<file path="src/rtl/ms_beat_sequencer_pkg.sv">
// Shared definitions for the main-store beat sequencer: beat state encoding
// and the digit positions that derive from the beat length.
package ms_beat_sequencer_pkg;

   typedef enum logic {
      ST_SCAN   = 1'b0,
      ST_ACTION = 1'b1
   } beat_state_t;

   function automatic int beat_len(input int instr_bits, input int flyback_time);
      return instr_bits + flyback_time;
   endfunction

   // The write strobe sits on the final digit of the beat.
   function automatic int xtb_digit(input int blen);
      return blen - 1;
   endfunction

   // The acknowledge leads the boundary by one digit so the CPU can react in time.
   function automatic int ack_digit(input int blen);
      return blen - 2;
   endfunction

   function automatic int digit_width(input int range_n);
      return (range_n <= 2) ? 1 : $clog2(range_n);
   endfunction

endpackage

</file>
<file path="src/rtl/ms_digit_counter.sv">
// Mod-BEAT_LEN digit counter; flags the first digit (beat boundary decision)
// and the last digit (store write strobe) of every beat.
module ms_digit_counter
   import ms_beat_sequencer_pkg::*;
#(
   parameter int BEAT_LEN = 24,
   parameter int DW       = 5
) (
   input  logic          clk,
   input  logic          rst_n,
   output logic [DW-1:0] digit,
   output logic          first_digit,
   output logic          last_digit
);

   localparam logic [DW-1:0] LAST = DW'(xtb_digit(BEAT_LEN));

   always_ff @(posedge clk or negedge rst_n) begin
      if (!rst_n) begin
         digit <= '0;
      end else if (digit == LAST) begin
         digit <= '0;
      end else begin
         digit <= digit + DW'(1);
      end
   end

   assign first_digit = (digit == '0);
   assign last_digit  = (digit == LAST);

endmodule

</file>
<file path="src/rtl/ms_beat_sequencer.sv">
// Beat-level arbiter for the serial main store: grants each beat to a CPU
// access or to regeneration of the next line, and drives store control.
module ms_beat_sequencer
   import ms_beat_sequencer_pkg::*;
#(
   parameter int INSTR_BITS      = 20,
   parameter int INSTR_ADDR_BITS = 10,
   parameter int FLYBACK_TIME    = 4,
   parameter int MAX_ACTION_RUN  = 3
) (
   input  logic                       w_DPG,
   input  logic                       w_RST_N,
   input  logic                       w_CPU_REQ,
   input  logic [INSTR_ADDR_BITS-1:0] b_CPU_ADDR,
   input  logic                       w_CPU_WR,
   input  logic                       w_STOP,
   output logic [INSTR_ADDR_BITS-1:0] b_MS_ADDR,
   output logic                       w_XTB,
   output logic                       w_MS_ZERO,
   output logic                       w_CPU_ACK,
   output logic                       w_CPU_RD_WIN,
   output logic                       w_BEAT_START,
   output logic                       w_ACTION
);

   localparam int BEAT_LEN = beat_len(INSTR_BITS, FLYBACK_TIME);
   localparam int DW       = digit_width(BEAT_LEN);
   localparam int RW       = digit_width(MAX_ACTION_RUN + 1);
   localparam int AW       = INSTR_ADDR_BITS;

   localparam logic [DW-1:0] ACK_D   = DW'(ack_digit(BEAT_LEN));
   localparam logic [DW-1:0] RD_LO   = DW'(1);
   localparam logic [DW-1:0] RD_HI   = DW'(INSTR_BITS);
   localparam logic [RW-1:0] RUN_MAX = RW'(MAX_ACTION_RUN);

   // Handshake: the CPU holds w_CPU_REQ with stable b_CPU_ADDR/w_CPU_WR until
   // w_CPU_ACK pulses; each ACK pulse completes exactly one access beat.

   logic [DW-1:0] digit;
   logic          boundary;
   logic          last_digit;

   beat_state_t   state;
   beat_state_t   nxt_state;
   logic          first_beat;
   logic          wr_lat;
   logic          nxt_wr;
   logic          grant;
   logic [RW-1:0] run_cnt;
   logic [AW-1:0] regen_addr;
   logic [AW-1:0] regen_nxt;

   ms_digit_counter #(
      .BEAT_LEN (BEAT_LEN),
      .DW       (DW)
   ) u_digit_counter (
      .clk         (w_DPG),
      .rst_n       (w_RST_N),
      .digit       (digit),
      .first_digit (boundary),
      .last_digit  (last_digit)
   );

   // Outputs are decoded from the counter one digit ahead, so the boundary
   // decision is taken on the edge that ends the previous beat's last digit.
   always_comb begin
      regen_nxt = regen_addr;
      nxt_state = state;
      nxt_wr    = wr_lat;
      grant     = 1'b0;
      if (boundary) begin
         if (!first_beat && state == ST_SCAN) begin
            regen_nxt = regen_addr + AW'(1);
         end
         grant     = !first_beat && w_CPU_REQ && !w_STOP && (run_cnt < RUN_MAX);
         nxt_state = grant ? ST_ACTION : ST_SCAN;
         nxt_wr    = grant && w_CPU_WR;
      end
   end

   always_ff @(posedge w_DPG or negedge w_RST_N) begin
      if (!w_RST_N) begin
         state        <= ST_SCAN;
         first_beat   <= 1'b1;
         wr_lat       <= 1'b0;
         run_cnt      <= '0;
         regen_addr   <= '0;
         b_MS_ADDR    <= '0;
         w_XTB        <= 1'b0;
         w_MS_ZERO    <= 1'b0;
         w_CPU_ACK    <= 1'b0;
         w_CPU_RD_WIN <= 1'b0;
         w_BEAT_START <= 1'b0;
         w_ACTION     <= 1'b0;
      end else begin
         if (boundary) begin
            state      <= nxt_state;
            wr_lat     <= nxt_wr;
            first_beat <= 1'b0;
            regen_addr <= regen_nxt;
            run_cnt    <= grant ? run_cnt + RW'(1) : '0;
            b_MS_ADDR  <= grant ? b_CPU_ADDR : regen_nxt;
         end
         w_BEAT_START <= boundary;
         w_XTB        <= last_digit;
         w_ACTION     <= (nxt_state == ST_ACTION);
         w_MS_ZERO    <= (nxt_state == ST_ACTION) && nxt_wr;
         w_CPU_ACK    <= (nxt_state == ST_ACTION) && (digit == ACK_D);
         w_CPU_RD_WIN <= (nxt_state == ST_ACTION) && !nxt_wr &&
                         (digit >= RD_LO) && (digit <= RD_HI);
      end
   end

endmodule

</file>
<file path="config.mk">
export PLATFORM = sky130hd
export DESIGN_NAME = ms_beat_sequencer
export DESIGN_NICKNAME = d
export VERILOG_FILES = /design/src/rtl/ms_beat_sequencer_pkg.sv /design/src/rtl/ms_digit_counter.sv /design/src/rtl/ms_beat_sequencer.sv
export SDC_FILE = /design/constraint.sdc
export NUM_CORES = 1
export LEC_CHECK = 0
export BUFFER_PORTS_ARGS = -buffer_cell sky130_fd_sc_hd__buf_2
export CAP_MARGIN = 10
export CORE_MARGIN = 5
export CORE_UTILIZATION = 45
export DETAILED_ROUTE_END_ITERATION = 6
export PLACE_DENSITY = 0.65
export SYNTH_ARGS = -nofsm -noshare
export SYNTH_HDL_FRONTEND = slang
export SYNTH_SLANG_ARGS = --single-unit
</file>
<file path="constraint.sdc">
create_clock -name w_DPG -period 2.2 [get_ports w_DPG]
set_input_delay 0.44 -clock w_DPG [delete_from_list [all_inputs] [get_ports w_DPG]]
set_output_delay 0.44 -clock w_DPG [all_outputs]
set_load 0.01 [all_outputs]
</file>
Yosys cells after proc, flatten, opt, wreduce, memory -nomap -nowiden
Index checks and enable logic that the tools add are counted.
{ "word_totals": {"mem_count": 0, "mem_bits_ro": 0, "latchBits": 0, "wordCells": 44, "in_bits": 15, "ramBits": 0, "out_inout_bits": 16, "register_bits": 36} }
{ "classes": {"n_mux": 8, "shifts": 0, "n_addsub": 3, "n_eq_ne": 2, "bitwise": 1, "magnitude_cmp": 3, "n_mul": 0, "n_reduce_logical": 14, "n_div": 0} }
{ "op_table": {"columns": ["op", "count"], "rows": [
  ["10-bit two-way mux", 2],
  ["10-bit by 1-bit adder with 10-bit output, second input constant", 1],
  ["5-bit == test, second input constant", 2],
  ["1-bit logical AND", 10],
  ["5-bit by 1-bit adder with 5-bit output, second input constant", 1],
  ["5-bit by 1-bit greater-or-equal comparator with 1-bit output, second input constant", 1],
  ["5-bit less-or-equal comparator, second input constant", 1],
  ["5-bit zero test", 1],
  ["5-bit two-way mux", 1],
  ["1-bit two-way mux", 4],
  ["1-bit zero test", 3],
  ["2-bit by 1-bit adder with 2-bit output, second input constant", 1],
  ["2-bit less-than comparator, second input constant", 1],
  ["2-bit two-way mux", 1],
  ["1-bit NOT", 1]
]} }

Logic depth before layout (Yosys ltp)
Gate-level depths: netlist of the first run.
{ "depth": {"ltp_word": 10, "ltp_mapped": 9, "ltp_nobuf": 7} }

Cells and area by module
From an unflattened synthesis of the first run, not the netlist that was laid out.
{ "hier_totals": {"cells_unflattened": 162, "hier_area_um2": 1769.2} }
{ "modules_own_cells": {"columns": ["mod", "n_inst", "area_per_inst_um2", "cells_per_inst", "seq_area_each_um2"], "rows": [
  ["ms_beat_sequencer", 1, 1526.5, 142, 777.0],
  ["ms_digit_counter", 1, 242.7, 20, 125.1]
]} }

Worst setup path before layout of the first run
OpenSTA, ideal clock, no wires.
{ "synth_path": {"path_type": "register to register", "start": "register u_digit_counter.digit[0]", "end": "register regen_addr[9]", "path_stages_with_launch": 8, "path_buffers": 1, "arrival_time_ns": 1.862, "t_required_ns": 2.121, "path_slack_ns": 0.258, "period_less_slack_ns": 1.942, "setup_time_ns": 0.079, "path_cell_list": "dfrtp_1 -> inv_1 -> ha_1 -> or4b_1 -> buf_2 -> or3_4 -> nor2_1 -> xor2_1"} }
{ "synth_between": {"elab_chain_len": 1} }
{ "synth_lines": {"columns": ["item", "line_no", "text"], "rows": [
  ["start, declared", "ms_digit_counter.sv:11", "output logic [DW-1:0] digit,"],
  ["start signal, assigned", "ms_digit_counter.sv:24", "digit <= digit + DW'(1);"],
  ["5-bit zero test", "ms_digit_counter.sv:28", "assign first_digit = (digit == '0);"],
  ["end signal, assigned", "ms_beat_sequencer.sv:100", "regen_addr <= regen_nxt;"],
  ["end, declared", "ms_beat_sequencer.sv:50", "logic [AW-1:0] regen_addr;"]
]} }
Every way passes these cells.
A chain may end at the register's enable or synchronous reset.

Worst setup path after layout of the first run
{ "layout_path": {"start": "register u_digit_counter.digit[0]", "end": "register regen_addr[1]"} }
{ "layout_between": {"elab_chain_len": 1} }
{ "layout_lines": {"columns": ["item", "line_no", "text"], "rows": [
  ["5-bit zero test", "ms_digit_counter.sv:28", null],
  ["named net boundary", "ms_beat_sequencer.sv:40", "logic boundary;"]
]} }
The timed path passes the listed nets, and every way through them passes these cells.

==> results of run 1 <==
-- worst max path at each step --
stage,slack (ns),startpoint,to
4_1_cts,0.14,u_digit_counter.digit[0],regen_addr[1]
5_1_grt,0.02,u_digit_counter.digit[0],regen_addr[1]
3_3_place_gp,0.23,u_digit_counter.digit[0],regen_addr[9]
6_report,0.16,u_digit_counter.digit[0],regen_addr[1]
3_5_place_dp,0.17,u_digit_counter.digit[0],regen_addr[1]
2_1_floorplan,0.26,u_digit_counter.digit[0],regen_addr[9]
-- power by group through the flow --
stage / logic [uW] / clock network, uW / registers, uW
after floorplan: 62.9 / 0 / 721
after global placement: 119 / 0 / 718
after detailed placement: 123 / 0 / 719
after CTS: 124 / 490 / 706
after global routing: 136 / 527 / 710
final: 120 / 474 / 706
-- logic make-up after synthesis --
group	after synthesis	share of synthesized area
AND/OR/NAND/NOR	44	0.147
flip-flops	36	0.539
AO/OA/AOI/OAI	26	0.106
XOR/XNOR	19	0.0995
buffers and inverters	13	0.0314
adder cells (fa/ha/maj)	6	0.0449
multiplexers	5	0.0314
-- through the flow --
stage               area (um^2)  hold slack (ns)
floorplan                  1670            0.144
global placement           1910            0.454
detailed placement         1910            0.471
CTS                        2000            0.252
global route               2000            0.293
finish                     2000            0.230
-- synthesized netlist by cell type, drive strengths merged (3+ instances only) --
| cell type | number |
|---|---|
| mux2i | 3 |
| o21ai | 10 |
| nand4 | 4 |
| nand2 | 9 |
| xor2 | 10 |
| dfrtp | 35 |
| nor2 | 12 |
| xnor2 | 9 |
| nor3 | 3 |
| inv | 6 |
| ha | 6 |
| buf | 3 |
| a22oi | 7 |
| a21o | 3 |
| clkbuf | 4 |
-- worst register-to-register path: cells and delay by family, from the launching register on --
family                   cells  cell delay (ns)
buffers and inverters        3             0.43
adder cells (fa/ha/maj)      1             0.16
AND/OR/NAND/NOR              2             0.66
multiplexers                 1             0.30
flip-flops                   1             0.38
-- sequential cells by signal (all words and copies together), names as in the netlist, 2 cells and up --
signal	cells
run_cnt	2
u_digit_counter.digit	5
b_MS_ADDR	10
regen_addr	10
-- cell type report --
class	instances	share of cell area
Timing Repair Buffer	37	0.101
Multi-Input combinational cell	100	0.359
Clock buffer	6	0.0413
Clock inverter	2	0.00501
Tap cell	48	0.0301
Inverter	6	0.0113
Sequential cell	36	0.451
-- layer usage --
| layer | vias up | global-route usage | share of wire |
|---|---|---|---|
| li1 | 589 | - | - |
| met1 | 570 | 0.182 | 0.44 |
| met2 | 28 | 0.228 | 0.49 |
| met3 | 8 | 0.0412 | 0.051 |
| met4 | 0 | 0.0626 | 0.020 |
| met5 | - | 0 | 0 |
==> metrics.md, run 1 <==
| Metric | Value |
|---|---|
| Status | completed |
| Nets | 207 |
| Int Pwr | 992 uW |
| Total power | 1300 uW |
| Clk sinks | 36 |
| Number of gates resized after CTS | 0 |
| PwrDens | 651 nW/um^2 |
| Chip width | 71.0 um |
| Clock root buffer | clkbuf_8 |
| Filler cell count | 350 |
| Dominant cells by area after synthesis | dfrtp_1 52%, xor2_1 5.2%, xnor2_1 4.7%, ha_1 4.5%, a22oi_1 3.1% |
| FF-to-FF setup slack | 0.16 ns |
| DRT Wirelength | 3250 um |
| Non-Filler Instances | 235 |
| Initial Utilization | 0.460 |
| CP Class | reg -> reg |
| Synth Warn # | 0 |
| Gr usage total | 0.143 |
| Synthesized area | 1670 um^2 |
| Syn Inst Count | 149 |
| Clk_skew | 0.00442 ns |
| Ys async rst share | 1.00 |
| Placement Setup Slack | 0.165 ns |
| Top delay family on crit path | simple AND/OR/NAND/NOR gates |
| Global route overflow | 0 |
| Register area share after synthesis | 0.539 |
| Most common cell after layout, fill and taps aside | dfrtp_1 |
| Worst Setup End Kind | register |
| Crit path launch type | register |
| Number of port buffers | 30 |
| RSZ-0062 raised after global routing | false |
| Storage cell area | 902 um^2 |
| Cell type with the largest total area after synthesis | dfrtp_1 |
| First-pass GRT wire length | 5690 um |
| Antenna fix cells | 0 |
| Worst slew pin tran | 0.785 ns |
| Combinational share of power | 0.092 |
| Die height | 71.0 um |
| Highest-count cells in the layout ignoring fill and taps | 35 x dfrtp_1, 30 x buf_2, 12 x nor2_1 |
| Library cells used by synthesis | 34 |
| Synth top area share | 0.524 |
| Cell depth of the worst flop-to-flop path | 7 |
| Ratio of cells with drive above 1 in the final layout | 0.278 |
| Vias in the first global route | 1238 |
| Fmax | 490 MHz |
| FF+latch count, synth | 36 |
| Worst path cell trace | inv_1, ha_1, or4b_1, buf_4, inv_1, nand2_1, mux2_2 |
| Cell Rows | 22 |
| Req. time, crit path | 2.37 ns |
| Sw frac | 0.237 |
| Fin. Hold Viols | 0 |
| Post-synth top flop | dfrtp_1 |
| Core Util, Final | 0.550 |
| Post-synth EDFFs | 0 |
| TNS Setup | 0 ns |
| Crit path top cell by count | inv_1 |
| Area Overhead vs Synth | 19.4% |
| IO Count | 31 |
| Vias/cell | 5.09 |
| Via Count | 1195 |
| Max Buffers Root-to-Sink | 2 |
| Endpoints failing setup | 0 |
| Number of DRC markers in iteration 0 | 43 |
| WP depth | 7 |
| Max FO, Critical Path | 10 |
| Final worst slack | 0.158 ns |
| DRC | 0 |
| CTS Buf Count | 5 |
| Pins Over Slew Limit | 0 |
| Reg-to-reg startpoint | u_digit_counter.digit[0] |
| Initial antenna violation count | 0 |
| DR WL/cell | 13.8 um |
| Worst relative slew slack | 0.477 |
| 1st-pass router iterations | 4 |
| VDD IR max | 387 uV |
| Critical path arrival | 2.21 ns |
| Critical path's slowest cell | or4b_1 |
| Max Cap Viol | 0 |
| Fin crit period | 2.04 ns |
| Sw Pwr | 308 uW |
| Antenna-violating nets left | 0 |
| CTS tree | built |
| H-tree levels | 2 |
| Largest net degree at the start of global routing | 37 |
| Sequential power share | 0.543 |
| Post-CTS Setup Inserts | 0 |
| RR Endpoint | regen_addr[1] |
| Multi-input logic area | 718 um^2 |
| Placed Cells | 227 |
| Clock power share | 0.365 |
| Period utilization | 0.928 |
| Clock Latency Late Sink | 0.29 ns |
| P_leak | 0.00101 uW |
| Min-Delay Path Class | in -> async |
| Crit path buffers/inverters | 3 |
| Slowest stage delay, CP | 0.55 ns |
| Hold Buf Count CTS | 0 |
| Die Area | 5040 um^2 |
| Placer congestion estimate | 0.787 |
| Net Count, Synth | 170 |
| DPL Wire Length | 2440 um |
| Worst-path clk slew | 0.07 ns |
| Average size of a mapped cell | 11.2 um^2 |
| Core area | 3630 um^2 |
Note: power is estimated with default switching activity, not from simulation.
==> run 2: changes to the inputs <==
- ABC_AREA: unset -> 1
- PLACE_DENSITY: 0.65 -> 0.64
==> metrics.md, run 2 <==
| Metric | Value |
|---|---|
| Synth top area share | 0.484 |
| Mux cell area share after synthesis | 0 |
| CTS Buf Count | 5 |
| Synth cell count leaders | 49 x nand2_1, 35 x dfrtp_1, 28 x nor2_1, 27 x inv_1, 16 x nand3_1 |
| Synth Area in Compound Gates | 0.102 |
| Post-CTS Setup Inserts | 0 |
| Fin. Hold Viols | 0 |
| Ratio of cells with drive above 1 in the final layout | 0.217 |
| Initial antenna violation count | 0 |
| P_leak | 0.00111 uW |
| Req. time, crit path | 2.39 ns |
| First-pass GRT wire length | 6350 um |
| Post-synth top flop | dfrtp_1 |
| Antenna fix cells | 0 |
| Post-synth EDFFs | 0 |
| DPL Wire Length | 2630 um |
| TNS Setup | 0 ns |
| Max Buffers Root-to-Sink | 2 |
| IO Count | 31 |
| Cell depth of the worst flop-to-flop path | 9 |
| FF-to-FF setup slack | 0.43 ns |
| Synth Area in Simple Gates | 0.264 |
| Crit path launch type | register |
| Max FO, Critical Path | 19 |
| Nets | 274 |
| Cell Rows | 23 |
| Worst slew pin tran | 0.797 ns |
| Clock Latency Late Sink | 0.29 ns |
| Number of DRC markers in iteration 0 | 64 |
| Most common cell after layout, fill and taps aside | nand2_1 |
| Highest-count cells in the layout ignoring fill and taps | 49 x nand2_1, 35 x dfrtp_1, 30 x buf_2 |
| Largest net degree at the start of global routing | 37 |
| Clock root buffer | clkbuf_8 |
| Largest family of logic cells by synthesized area | simple AND/OR/NAND/NOR gates |
| Final worst slack | 0.426 ns |
| Hold Buf Count CTS | 0 |
| Core area | 3940 um^2 |
| Global route overflow | 0 |
| RSZ-0062 raised after global routing | false |
| DR WL/cell | 11.7 um |
| Initial Utilization | 0.459 |
| Reg-to-reg startpoint | u_digit_counter.digit[0] |
| Worst-path clk slew | 0.07 ns |
| Die Area | 5390 um^2 |
| Gr usage total | 0.155 |
| 1st-pass router iterations | 4 |
| Ys async rst share | 1.00 |
| Library cells used by synthesis | 31 |
| Worst relative slew slack | 0.469 |
| Dominant cells by area after synthesis | dfrtp_1 48%, nand2_1 10%, nor2_1 5.8%, inv_1 5.6%, nand3_1 4.4% |
| Top-count cell post-synth | nand2_1 |
| Status | completed |
| Cell type with the largest total area after synthesis | dfrtp_1 |
| Fmax | 564 MHz |
| Synth Area in Adders | 0.0415 |
| Area Overhead vs Synth | 15.9% |
| Clk_skew | 0.00848 ns |
| XOR/XNOR Fraction of Synth Area | 0.00968 |
| Period utilization | 0.806 |
| Syn Inst Count | 218 |
| PwrDens | 603 nW/um^2 |
| Fin crit period | 1.77 ns |
| Vias in the first global route | 1431 |
| CP Class | reg -> reg |
| Die height | 73.4 um |
| FF+latch count, synth | 36 |
| DRT Wirelength | 3550 um |
| Average size of a mapped cell | 8.30 um^2 |
| Placement Setup Slack | 0.413 ns |
| Net Count, Synth | 239 |
| Antenna-violating nets left | 0 |
| Number of gates resized after CTS | 0 |
| Worst Setup End Kind | register |
| Clk sinks | 36 |
| Number of port buffers | 30 |
| Register area share after synthesis | 0.499 |
| Max Cap Viol | 0 |
| Endpoints failing setup | 0 |
| RR Endpoint | b_MS_ADDR[6] |
| Critical path arrival | 1.96 ns |
| CTS tree | built |
| Synth Warn # | 0 |
| Synthesized area | 1810 um^2 |
| Pins Over Slew Limit | 0 |
| Min-Delay Path Class | in -> async |
| Placer congestion estimate | 0.786 |
| VDD IR max | 328 uV |
| DRC | 0 |
| Vias/cell | 4.87 |
| Biggest registers after layout | b_MS_ADDR: 10 flops, regen_addr: 10 flops, u_digit_counter.digit: 5 flops |
| Via Count | 1480 |
| Chip width | 73.4 um |
| H-tree levels | 2 |
run 2: per-stage QoR:
step / hold WS, ns / cell area, um^2 / cells / utilization / total power, uW
after global routing: 0.298 / 2100 / 304 / 0.532 / 1330
final: 0.232 / 2100 / 304 / 0.532 / 1260
after floorplan: 0.144 / 1810 / 218 / - / 746
after CTS: 0.259 / 2100 / 304 / 0.532 / 1280
after global placement: 0.460 / 2000 / 296 / 0.508 / 795
after detailed placement: 0.463 / 2000 / 296 / 0.508 / 795
run 2: logic make-up (layout without fill, tap and decap cells):
| logic type | count (synthesis) | after routing |
|---|---|---|
| adder cells (fa/ha/maj) | 6 | 6 |
| AND/OR/NAND/NOR | 107 | 107 |
| XOR/XNOR | 2 | 2 |
| AO/OA/AOI/OAI | 31 | 31 |
| buffers and inverters | 36 | 72 |
| flip-flops | 36 | 36 |
run 2: where the power goes:
| part | internal [uW] | switching (uW) | total, uW | leakage [uW] |
|---|---|---|---|---|
| registers | 681 | 10.8 | 692 | 0.000470 |
| clock network | 250 | 233 | 483 | 0.0000510 |
| logic | 35.4 | 53.7 | 89.1 | 0.000593 |
| total | 966 | 298 | 1260 | 0.00111 |
run 2: layer usage:
metal	part of all wire	global-route usage	vias up
li1	-	-	769
met1	0.47	0.195	679
met2	0.47	0.249	26
met3	0.051	0.0492	6
met4	0.017	0.0604	0
met5	0	0	-
run 2: layout make-up:
class	count	area, um^2
fill	376	1850
sequential	36	902
tap	50	62.6
inverter	32	120
timing repair buffer	32	165
clock buffer	6	82.6
multi-input combinational	146	754
clock inverter	2	10.0
run 2: worst max-delay path by stage:
| stage | from | cells after the start | slack (ns) | endpoint |
|---|---|---|---|---|
| 6_report | u_digit_counter.digit[0] | 9 | 0.43 | b_MS_ADDR[6] |
| 5_1_grt | u_digit_counter.digit[0] | 9 | 0.26 | b_MS_ADDR[6] |
| 4_1_cts | u_digit_counter.digit[0] | 9 | 0.40 | b_MS_ADDR[6] |
| 3_5_place_dp | u_digit_counter.digit[0] | 9 | 0.41 | b_MS_ADDR[6] |
| 3_3_place_gp | u_digit_counter.digit[0] | 9 | 0.47 | b_MS_ADDR[6] |
| 2_1_floorplan | u_digit_counter.digit[0] | 9 | 0.68 | b_MS_ADDR[6] |
run 2: critical path, stage by stage, from the launching register on:
cell     delay (ns)
dfrtp_1        0.42
inv_1          0.13
ha_1           0.17
nand2_2        0.07
nor2_4         0.17
buf_4          0.26
nand3_4        0.12
or2_0          0.21
nand3_1        0.08
nand2_1        0.05
